<file path="config.mk">
export PLATFORM = sky130hd
export DESIGN_NAME = phy_tx_serializer
export DESIGN_NICKNAME = d
export VERILOG_FILES = /design/src/rtl/phy_tx_serializer.sv
export SDC_FILE = /design/constraint.sdc
export NUM_CORES = 1
export LEC_CHECK = 0
export CAP_MARGIN = 20
export CORE_ASPECT_RATIO = 1.1
export CORE_UTILIZATION = 52
export CTS_CLUSTER_SIZE = 24
export DETAILED_ROUTE_END_ITERATION = 10
export GPL_ROUTABILITY_DRIVEN = 0
export PLACE_DENSITY = 0.76
export SLEW_MARGIN = 20
export SYNTH_ARGS = -nofsm -noshare
export SYNTH_HDL_FRONTEND = slang
export SYNTH_SLANG_ARGS = --single-unit
export TNS_END_PERCENT = 20
</file>
<file path="constraint.sdc">
create_clock -name clk_32f -period 3.4 [get_ports clk_32f]
set_clock_uncertainty 0.05 [all_clocks]
set_input_delay 0.68 -clock clk_32f [delete_from_list [all_inputs] [get_ports clk_32f]]
set_output_delay 0.68 -clock clk_32f [all_outputs]
set_load 0.005 [all_outputs]
</file>
<file path="src/rtl/phy_tx_serializer.sv">
// phy_tx_serializer: transmit half of the two-lane PHY.
// Takes 32-bit words over valid/ready, byte-stripes each word across two serial
// lanes (lane 0: byte3 then byte1, lane 1: byte2 then byte0, MSB first) and
// emits one bit per lane per clock. Every 16-cycle slot carries either one data
// word or the idle/sync byte on both lanes. After reset, SYNC_SLOTS idle slots
// go out before the word buffer is opened to the source.
module phy_tx_serializer #(
   parameter int unsigned SYNC_SLOTS = 4,
   parameter logic [7:0]  IDLE_BYTE  = 8'hBC
) (
   input  logic        clk_32f,
   input  logic        reset,
   input  logic [31:0] data_in,
   input  logic        valid_in,
   output logic        ready_out,
   output logic        data_out_0,
   output logic        data_out_1,
   output logic        active_out
);

   localparam int unsigned   SW        = $clog2(SYNC_SLOTS + 1);
   localparam logic [SW-1:0] SYNC_DONE = SW'(SYNC_SLOTS);
   localparam logic [15:0]   IDLE_SLOT = {IDLE_BYTE, IDLE_BYTE};

   logic [3:0]    bit_cnt_q,   bit_cnt_d;
   logic [SW-1:0] sync_cnt_q,  sync_cnt_d;
   logic [31:0]   word_q,      word_d;
   logic          word_full_q, word_full_d;
   logic [15:0]   shift_0_q,   shift_0_d;
   logic [15:0]   shift_1_q,   shift_1_d;
   logic          active_q,    active_d;

   logic          accept;
   logic          boundary;
   logic          sync_done;

   // Buffer is open only once the sync preamble is complete and it is empty.
   assign sync_done = (sync_cnt_q == SYNC_DONE);
   assign ready_out = sync_done && !word_full_q;
   assign accept    = valid_in && ready_out;
   assign boundary  = (bit_cnt_q == 4'd15);

   // Lanes and the slot flag come straight from registers: no input-to-output path.
   assign data_out_0 = shift_0_q[15];
   assign data_out_1 = shift_1_q[15];
   assign active_out = active_q;

   // Next-state: bit counter, slot loading at the boundary, word buffer fill.
   always_comb begin
      // NOTE: every variable gets a default first so no path leaves it unassigned,
      // which would otherwise infer a latch.
      bit_cnt_d   = bit_cnt_q + 4'd1;
      sync_cnt_d  = sync_cnt_q;
      word_d      = word_q;
      word_full_d = word_full_q;
      shift_0_d   = shift_0_q;
      shift_1_d   = shift_1_q;
      active_d    = active_q;

      if (!boundary) begin
         shift_0_d = {shift_0_q[14:0], 1'b0};
         shift_1_d = {shift_1_q[14:0], 1'b0};
      end else begin
         if (!sync_done) begin
            sync_cnt_d = sync_cnt_q + SW'(1);
         end
         if (sync_done && word_full_q) begin
            shift_0_d   = {word_q[31:24], word_q[15:8]};
            shift_1_d   = {word_q[23:16], word_q[7:0]};
            word_full_d = 1'b0;
            active_d    = 1'b1;
         end else begin
            // Underflow or still syncing: fill the slot with the idle byte.
            shift_0_d = IDLE_SLOT;
            shift_1_d = IDLE_SLOT;
            active_d  = 1'b0;
         end
      end

      // ready_out is low whenever the buffer is full, so an accept never
      // collides with the boundary draining the buffer.
      if (accept) begin
         word_d      = data_in;
         word_full_d = 1'b1;
      end
   end

   // Control and shift state, cleared asynchronously to an idle slot 0.
   always_ff @(posedge clk_32f or negedge reset) begin
      if (!reset) begin
         bit_cnt_q   <= 4'd0;
         sync_cnt_q  <= '0;
         word_full_q <= 1'b0;
         shift_0_q   <= IDLE_SLOT;
         shift_1_q   <= IDLE_SLOT;
         active_q    <= 1'b0;
      end else begin
         // NOTE: non-blocking assignments so every register samples the
         // pre-edge values, independent of statement order.
         bit_cnt_q   <= bit_cnt_d;
         sync_cnt_q  <= sync_cnt_d;
         word_full_q <= word_full_d;
         shift_0_q   <= shift_0_d;
         shift_1_q   <= shift_1_d;
         active_q    <= active_d;
      end
   end

   // Word buffer payload.
   always_ff @(posedge clk_32f) begin
      // NOTE: the payload is not reset; word_full_q qualifies it, so a stale
      // value after reset is never launched.
      word_q <= word_d;
   end

endmodule

</file>
# [Yosys cells after proc, flatten, opt, wreduce, memory -nomap -nowiden]
# Cells that the tools add are included.
[word_totals] register_bits=73 input_bits=35 out_inout_bits=4 word_cells=28
[op_classes] addsub=2 n_eq_ne=2 n_mux=8 bitwise_logic=1 n_reduce_logical=8
[ops] cell="$mux 16" n=4
[ops] cell="$add 4x1->4 const B" n=1
[ops] cell="$eq 4x4->1 const B" n=1
[ops] cell="$mux 1" n=4
[ops] cell="$reduce_and 2->1" n=2
[ops] cell="$reduce_bool 2->1" n=2
[ops] cell="$add 3x1->3 const B" n=1
[ops] cell="$eq 3x3->1 const B" n=1
[ops] cell="$logic_and 1x1->1" n=3
[ops] cell="$logic_not 1->1" n=1
[ops] cell="$not 1->1" n=1

# [Depth between registers and ports, before layout]
# Gate-level depths: netlist of run 1.
[depth] ltp_word=5 mapped_depth=6 depth_no_buf=5

# [Worst setup path before layout of run 1]
# OpenSTA, ideal clock, no wires.
[synth_timing] kind="input to register" startpoint="in valid_in" endpoint="reg word_q[0] (enable)" arrival_time_ns=2.131 path_slack_ns=0.798 path_stages=2 n_path_buf=0 path_cell_list="nand3_1 > nor2_1"
[synth_via] elab_chain_len=1
[synth_rtl] item="from (decl)" line_no="14" text="input logic valid_in,"
[synth_rtl] item="$logic_and 1x1->1" line_no="40" text="assign accept = valid_in && ready_out;"
[synth_rtl] item="net accept" line_no="33" text="logic accept;"
[synth_rtl] item="to (signal assigned)" line_no="113" text="word_q <= word_d;"
[synth_rtl] item="to (decl)" line_no="27" text="logic [31:0] word_q, word_d;"
# The timed path passes the listed nets, and every way through them passes these cells.
# A chain may end at the register's enable or synchronous reset.

# [Final worst setup path of run 1]
[layout_timing] startpoint="reg sync_cnt_q[0]" endpoint="out ready_out"
[layout_via] elab_chain_len=2
[layout_rtl] item="from (decl)" line_no="26" text="logic [SW-1:0] sync_cnt_q, sync_cnt_d;"
[layout_rtl] item="from (signal assigned)" line_no="101" text="sync_cnt_q <= sync_cnt_d;"
[layout_rtl] item="$eq 3x3->1" line_no="38" text="assign sync_done = (sync_cnt_q == SYNC_DONE);"
[layout_rtl] item="$logic_and 1x1->1" line_no="39" text="assign ready_out = sync_done && !word_full_q;"
[layout_rtl] item="to (decl)" line_no="15" text="output logic ready_out,"
# Every way passes these cells.

==> impl_metrics.json, run 1 <==
{
  "detail_route.wl_per_cell_um": 16.17,
  "fill_cells": 320,
  "postCtsSetupBuffers": 0,
  "ios": 39,
  "hold_depth": 1,
  "syn_avg_cell_area_um2": 18.07,
  "tightest_slew_ns": 0.8490,
  "cp_cell_sequence": "inv_1 -> ha_1 -> nand2_1 -> nor2_1 -> clkdlybuf4s50_1",
  "grt_pass1_wl_um": 6141,
  "critical_path_class": "flip-flop to output pin",
  "die_h_um": 74.90,
  "hpwlAfterDp_um": 2539,
  "finalMaxSlewViolations": 0,
  "crit_fanout": 4,
  "final_util_pct": 66.38,
  "antenna_left": 0,
  "r2r-end": "sync_cnt_q[1]",
  "drt_first_pass_iters": 4,
  "post_cts_resized": 0,
  "min_period_ns": 2.434,
  "max_freq_mhz": 410.9,
  "min-delay-start": "word_q[8]",
  "hold_viol": 0,
  "status": "finished, final reports clean",
  "port_buffers": 38,
  "antenna_found_initial": 0,
  "cts_tree": "done",
  "ir_drop_uv": 341.4,
  "drc_errors": 0,
  "syn-instance-count": 139,
  "holdCritPathClass": "flip-flop to flip-flop",
  "start_kind": "flip-flop",
  "drv_cap": 0,
  "p_per_area_nw_per_um2": 493.3,
  "crit_required_ns": 2.67,
  "end_kind": "output pin",
  "post-place-ws_ns": 1.256,
  "worst_r2r_startpoint": "bit_cnt_q[0]",
  "crit_arrival_ns": 1.70,
  "ys_types": 25,
  "synthTopCellsByArea": "edfxtp_1 (38%), dfrtp_1 (21%), dfstp_2 (21%), o22a_1 (7.0%), a22o_1 (3.5%)",
  "crit_start": "sync_cnt_q[0]",
  "die_x_um": 68.28,
  "yosysSeqAreaShare_pct": 80.08,
  "yosys.area.top_type": "edfxtp_1",
  "tns_ns": 0,
  "dieArea_um2": 5114,
  "drt_iter0_markers": 57,
  "fin_crit_sh_pct": 71.57,
  "routed_wl_um": 3945,
  "numCtsBuffers": 9,
  "globalRouteTotalUtil_pct": 17.81,
  "syn2layout_area_growth_pct": 22.91,
  "clock_latency_ns": 0.32,
  "rsz0062_at_grt": "no",
  "cts_num_sinks": 73,
  "cts_max_level": 3,
  "routed_via_density": 5.254,
  "layout_setup_ws_ns": 0.9665,
  "grt_max_degree": 42,
  "diodes": 0,
  "dr_total_vias": 1282,
  "num_rows": 26,
  "critPathMaxStageDelay_ns": 0.50,
  "grt_pass1_vias": 1355,
  "drive_gt1_share_pct": 19.68,
  "initial_utilization_pct": 54.01,
  "clk_pin_slew_worst_paths_ns": 0.07,
  "crit_path_top_delay_cell": "clkdlybuf4s50_1",
  "synth_area_um2": 2512,
  "slew-limit-headroom_pct": 43.40,
  "yosysWarningCount": 0,
  "cts_hold_buf": 0,
  "clock_path_buffers": 2,
  "final_nets": 221,
  "syn-num-nets": 177,
  "hold_end": "shift_0_q[0]",
  "ys_ff_latch": 73,
  "coreArea_um2": 4652,
  "r2r_cells": 4,
  "synth_top_area_share_pct": 38.25,
  "reg2reg_slack_ns": 1.30,
  "clk_root_buffer_cell": "clkbuf_8",
  "overflow": 0,
  "setup_viol": 0,
  "leakagePower_nw": 1.170,
  "total_power_mw": 1.523
}
-- cell families (layout without fill, tap and decap cells) --
logic type / Yosys count / after routing / synth area share [%]
AOI/OAI and AO/OA: 33 / 33 / 11.11
and+or+nand+nor: 15 / 15 / 3.337
adders and majority gates: 3 / 3 / 1.494
muxes: 1 / 1 / 0.4482
xor gates and xnor gates: 3 / 3 / 1.046
buffers and inverters: 11 / 60 / 2.490
DFF: 73 / 73 / 80.08
-- final cells by class --
type                            count  area, um2  area share, %
Inverter                            4      15.01         0.4862
Multi-Input combinational cell     55      440.4          14.26
Timing Repair Buffer               40      390.4          12.64
Clock buffer                       16      160.2          5.186
Sequential cell                    73       2012          65.15
Tap cell                           56      70.07          2.269
-- cells in the final DEF, fill, tap and decap left out, types with 3 or more instances in the layout --
cell | synthesis | routed
clkdlybuf4s50_1 | 0 | 37
dfstp_2 | 20 | 20
inv_1 | 4 | 4
clkbuf_8 | 0 | 10
dfrtp_1 | 21 | 21
clkbuf_1 | 2 | 6
edfxtp_1 | 32 | 32
nand2_1 | 4 | 4
o22a_1 | 20 | 20
ha_1 | 3 | 3
a22o_1 | 10 | 10
-- registers in the layout, indices dropped and copies added (netlist names) --
register / cells
shift_0_q: 16
word_full_q: 1
bit_cnt_q: 4
active_out: 1
sync_cnt_q: 3
word_q: 32
shift_1_q: 16
-- layer usage --
metal / global-route usage, % / up-vias / wire length [um]
li1: - / 605 / -
met1: 19.58 / 647 / 1629
met2: 30.50 / 25 / 2154
met3: 5.909 / 5 / 129
met4: 9.028 / 0 / 31
met5: 0 / - / 0
-- power breakdown --
part	internal (mW)	leakage [nW]	total [mW]	switching [mW]
Clock	0.287	0.0790	0.554	0.267
Sequential	0.923	0.743	0.923	0
Combinational	0.0330	0.348	0.0464	0.0134
-- Yosys cell counts, drive strengths merged --
master	count
nand3	3
nor3	1
edfxtp	32
a31oi	1
buf	5
and3	1
ha	3
mux2	1
nor2b	1
nor2	2
inv	4
dfstp	20
a22o	10
xnor2	2
nand2	4
o22a	20
dfrtp	21
and2	2
a21oi	2
clkbuf	2
xor2	1
or3	1
-- stage by stage --
| stage | hold WS, ns | instances | instance area (um2) |
|---|---|---|---|
| after CTS | 0.4002 | 244 | 3088 |
| after global placement | 0.3799 | 228 | 2928 |
| final | 0.3972 | 244 | 3088 |
| after detailed placement | 0.3850 | 228 | 2928 |
| after global routing | 0.4213 | 244 | 3088 |
| after floorplan | 0.3344 | 139 | 2512 |
-- worst max path at each step --
stage,endpoint
after floorplan,word_q[0]
after global placement,word_q[9]
after detailed placement,word_q[13]
after CTS,ready_out
after global routing,ready_out
final,ready_out
-- critical path, delay by kind of cell, from the launching register on --
family,cells,cell delay [ns]
adder cells (fa/ha/maj),1,0.18
flip-flops,1,0.41
AND/OR/NAND/NOR,2,0.23
buffers and inverters,2,0.57
Power figures use the tool's default switching activity.
==> inputs of run 2 (changes only) <==
==> constraint.sdc (replaced) <==
create_clock -name clk_32f -period 2.42 [get_ports clk_32f]
set_clock_uncertainty 0.05 [all_clocks]
set_input_delay 0.484 -clock clk_32f [delete_from_list [all_inputs] [get_ports clk_32f]]
set_output_delay 0.484 -clock clk_32f [all_outputs]
set_load 0.005 [all_outputs]
==> impl_metrics.json, run 2 (synthesis results as in run 1) <==
{
  "cp.depth": 5,
  "crit_required_ns": 1.89,
  "routed_wl_um": 3952,
  "crit_fanout": 4,
  "drc_errors": 0,
  "hold_viol": 0,
  "clock_latency_ns": 0.34,
  "num_rows": 26,
  "dr_total_vias": 1331,
  "status": "finished, final reports clean",
  "p_switching_mw": 0.4365,
  "layout_common_cells": "clkdlybuf4s50_1 (37), edfxtp_1 (32), dfrtp_1 (21)",
  "end_kind": "output pin",
  "critical_path_class": "flip-flop to output pin",
  "cts_num_sinks": 73,
  "crit_path_top_delay_cell": "clkdlybuf4s50_1",
  "largestRegisters": "word_q (32), shift_0_q (16), shift_1_q (16)",
  "post_cts_resized": 0,
  "drt_first_pass_iters": 4,
  "crit_start": "sync_cnt_q[0]",
  "antenna_found_initial": 0,
  "cts_hold_buf": 0,
  "postCtsSetupBuffers": 0,
  "ir_drop_uv": 432.2,
  "detail_route.wl_per_cell_um": 16.13,
  "coreArea_um2": 4652,
  "leakagePower_nw": 1.207,
  "p_per_area_nw_per_um2": 739.4,
  "reg2reg_slack_ns": 0.59,
  "port_buffers": 38,
  "min_period_ns": 2.288,
  "holdCritPathClass": "input port to async pin",
  "critPathCapture": "ready_out",
  "highest-signal-layer": "met4",
  "initial_utilization_pct": 54.01,
  "top_register": "word_q",
  "clk_root_buffer_cell": "clkbuf_8",
  "met1_length_um": 1603,
  "start_kind": "flip-flop",
  "whs_ns": 0.1987,
  "cp_top_family": "buffers and inverters",
  "r2r_cells": 4,
  "tightest_slew_ns": 0.8547,
  "drt_iter0_markers": 78,
  "switching_share_pct": 18.67,
  "grt_pass1_wl_um": 6368,
  "dr_wl_met2_um": 2127,
  "overflow": 0,
  "grt_pass1_vias": 1405,
  "final_nets": 222,
  "slew-limit-headroom_pct": 43.02,
  "cp_num_buf_inv": 2,
  "comb_power_share_pct": 2.8,
  "max_freq_mhz": 437.1,
  "drive_gt1_share_pct": 22.75,
  "numCtsBuffers": 9,
  "dieArea_um2": 5114,
  "grt_max_degree": 42,
  "finalMaxSlewViolations": 0,
  "diodes": 0,
  "die_h_um": 74.90,
  "critPathMaxStageDelay_ns": 0.50,
  "pwr-share-clk_pct": 41.8,
  "ios": 39,
  "antenna_left": 0,
  "globalRouteTotalUtil_pct": 18.48,
  "placedCellCount": 229,
  "syn2layout_area_growth_pct": 25.85,
  "hpwlAfterDp_um": 2467,
  "drv_cap": 0,
  "clk_pin_slew_worst_paths_ns": 0.08,
  "largest_reg_flops": 32,
  "final_cells": 245,
  "cts_tree": "done",
  "clock_path_buffers": 2,
  "setup_viol": 0,
  "rsz0062_at_grt": "no",
  "internal_power_mw": 1.901,
  "met3_length_um": 131,
  "fill_cells": 322,
  "worst_r2r_startpoint": "bit_cnt_q[0]",
  "seqPwrFrac_pct": 55.4,
  "die_x_um": 68.28,
  "routed_via_density": 5.433,
  "tns_ns": 0,
  "cp_cell_sequence": "inv_1 -> ha_1 -> nand2_1 -> nor2_1 -> clkdlybuf4s50_1",
  "r2r-end": "shift_0_q[3]",
  "final_common_cell": "clkdlybuf4s50_1",
  "cts_max_level": 3,
  "crit_arrival_ns": 1.75,
  "fin_crit_sh_pct": 94.54
}
==> run 2: cell types whose count changed in the layout (fill, tap and decap cells not counted), sizes merged <==
| cell | previous run | this run |
|---|---|---|
| clkbuf | 16 | 11 |
| bufinv | 0 | 1 |
| clkinv | 0 | 3 |
| clkinvlp | 0 | 1 |
| buf | 3 | 4 |
==> run 2: metrics by stage <==
stage	util, %	area, um2	worst slack, ns	power [mW]
global route	67.97	3162	0.04086	2.421
finish	67.97	3162	0.1321	2.338
detailed placement	63.37	2948	0.5131	1.386
CTS	67.97	3162	0.1319	2.366
global placement	63.37	2948	0.5970	1.384
floorplan	-	2515	0.4046	1.320
==> run 2: how the worst min path moves through the flow <==
| stage | from | end | slack (ns) |
|---|---|---|---|
| 3_3_place_gp | word_q[0] | shift_1_q[0] | 0.38 |
| 4_1_cts | reset | shift_0_q[14] | 0.22 |
| 5_1_grt | reset | shift_0_q[14] | 0.27 |
| 2_1_floorplan | reset | active_out | 0.14 |
| 6_report | reset | shift_0_q[14] | 0.20 |
| 3_5_place_dp | word_q[8] | shift_0_q[0] | 0.39 |
==> run 2: power groups by stage <==
stage | registers [mW] | logic [mW] | clock network [mW]
after floorplan | 1.32 | 0.000000424 | 0
after global placement | 1.32 | 0.0643 | 0
after detailed placement | 1.32 | 0.0666 | 0
after CTS | 1.30 | 0.0666 | 1.00
after global routing | 1.29 | 0.0709 | 1.06
final | 1.30 | 0.0648 | 0.978
==> run 2: cell type report <==
type,instances,area (um2),share of cell area [%]
clock inverters,5,51.30,1.622
repair buffers,41,410.4,12.98
multi-input cells,55,440.4,13.93
inverters,4,15.01,0.4749
flip-flops and latches,73,2012,63.63
well taps,56,70.07,2.216
clock buffers,11,162.7,5.144
==> run 2: per-layer routing <==
layer  GRT usage, %  vias to the layer above
met2          30.28                       31
met1          21.65                      683
met3          4.091                       10
met5              0                        -
met4          12.50                        0
li1               -                      607
==> run 2: worst reg2reg max path, cell delays in order (launching register included) <==
cell	delay, ns
dfrtp_1	0.38
ha_1	0.22
nand3_2	0.28
or3_4	0.59
o22a_1	0.23
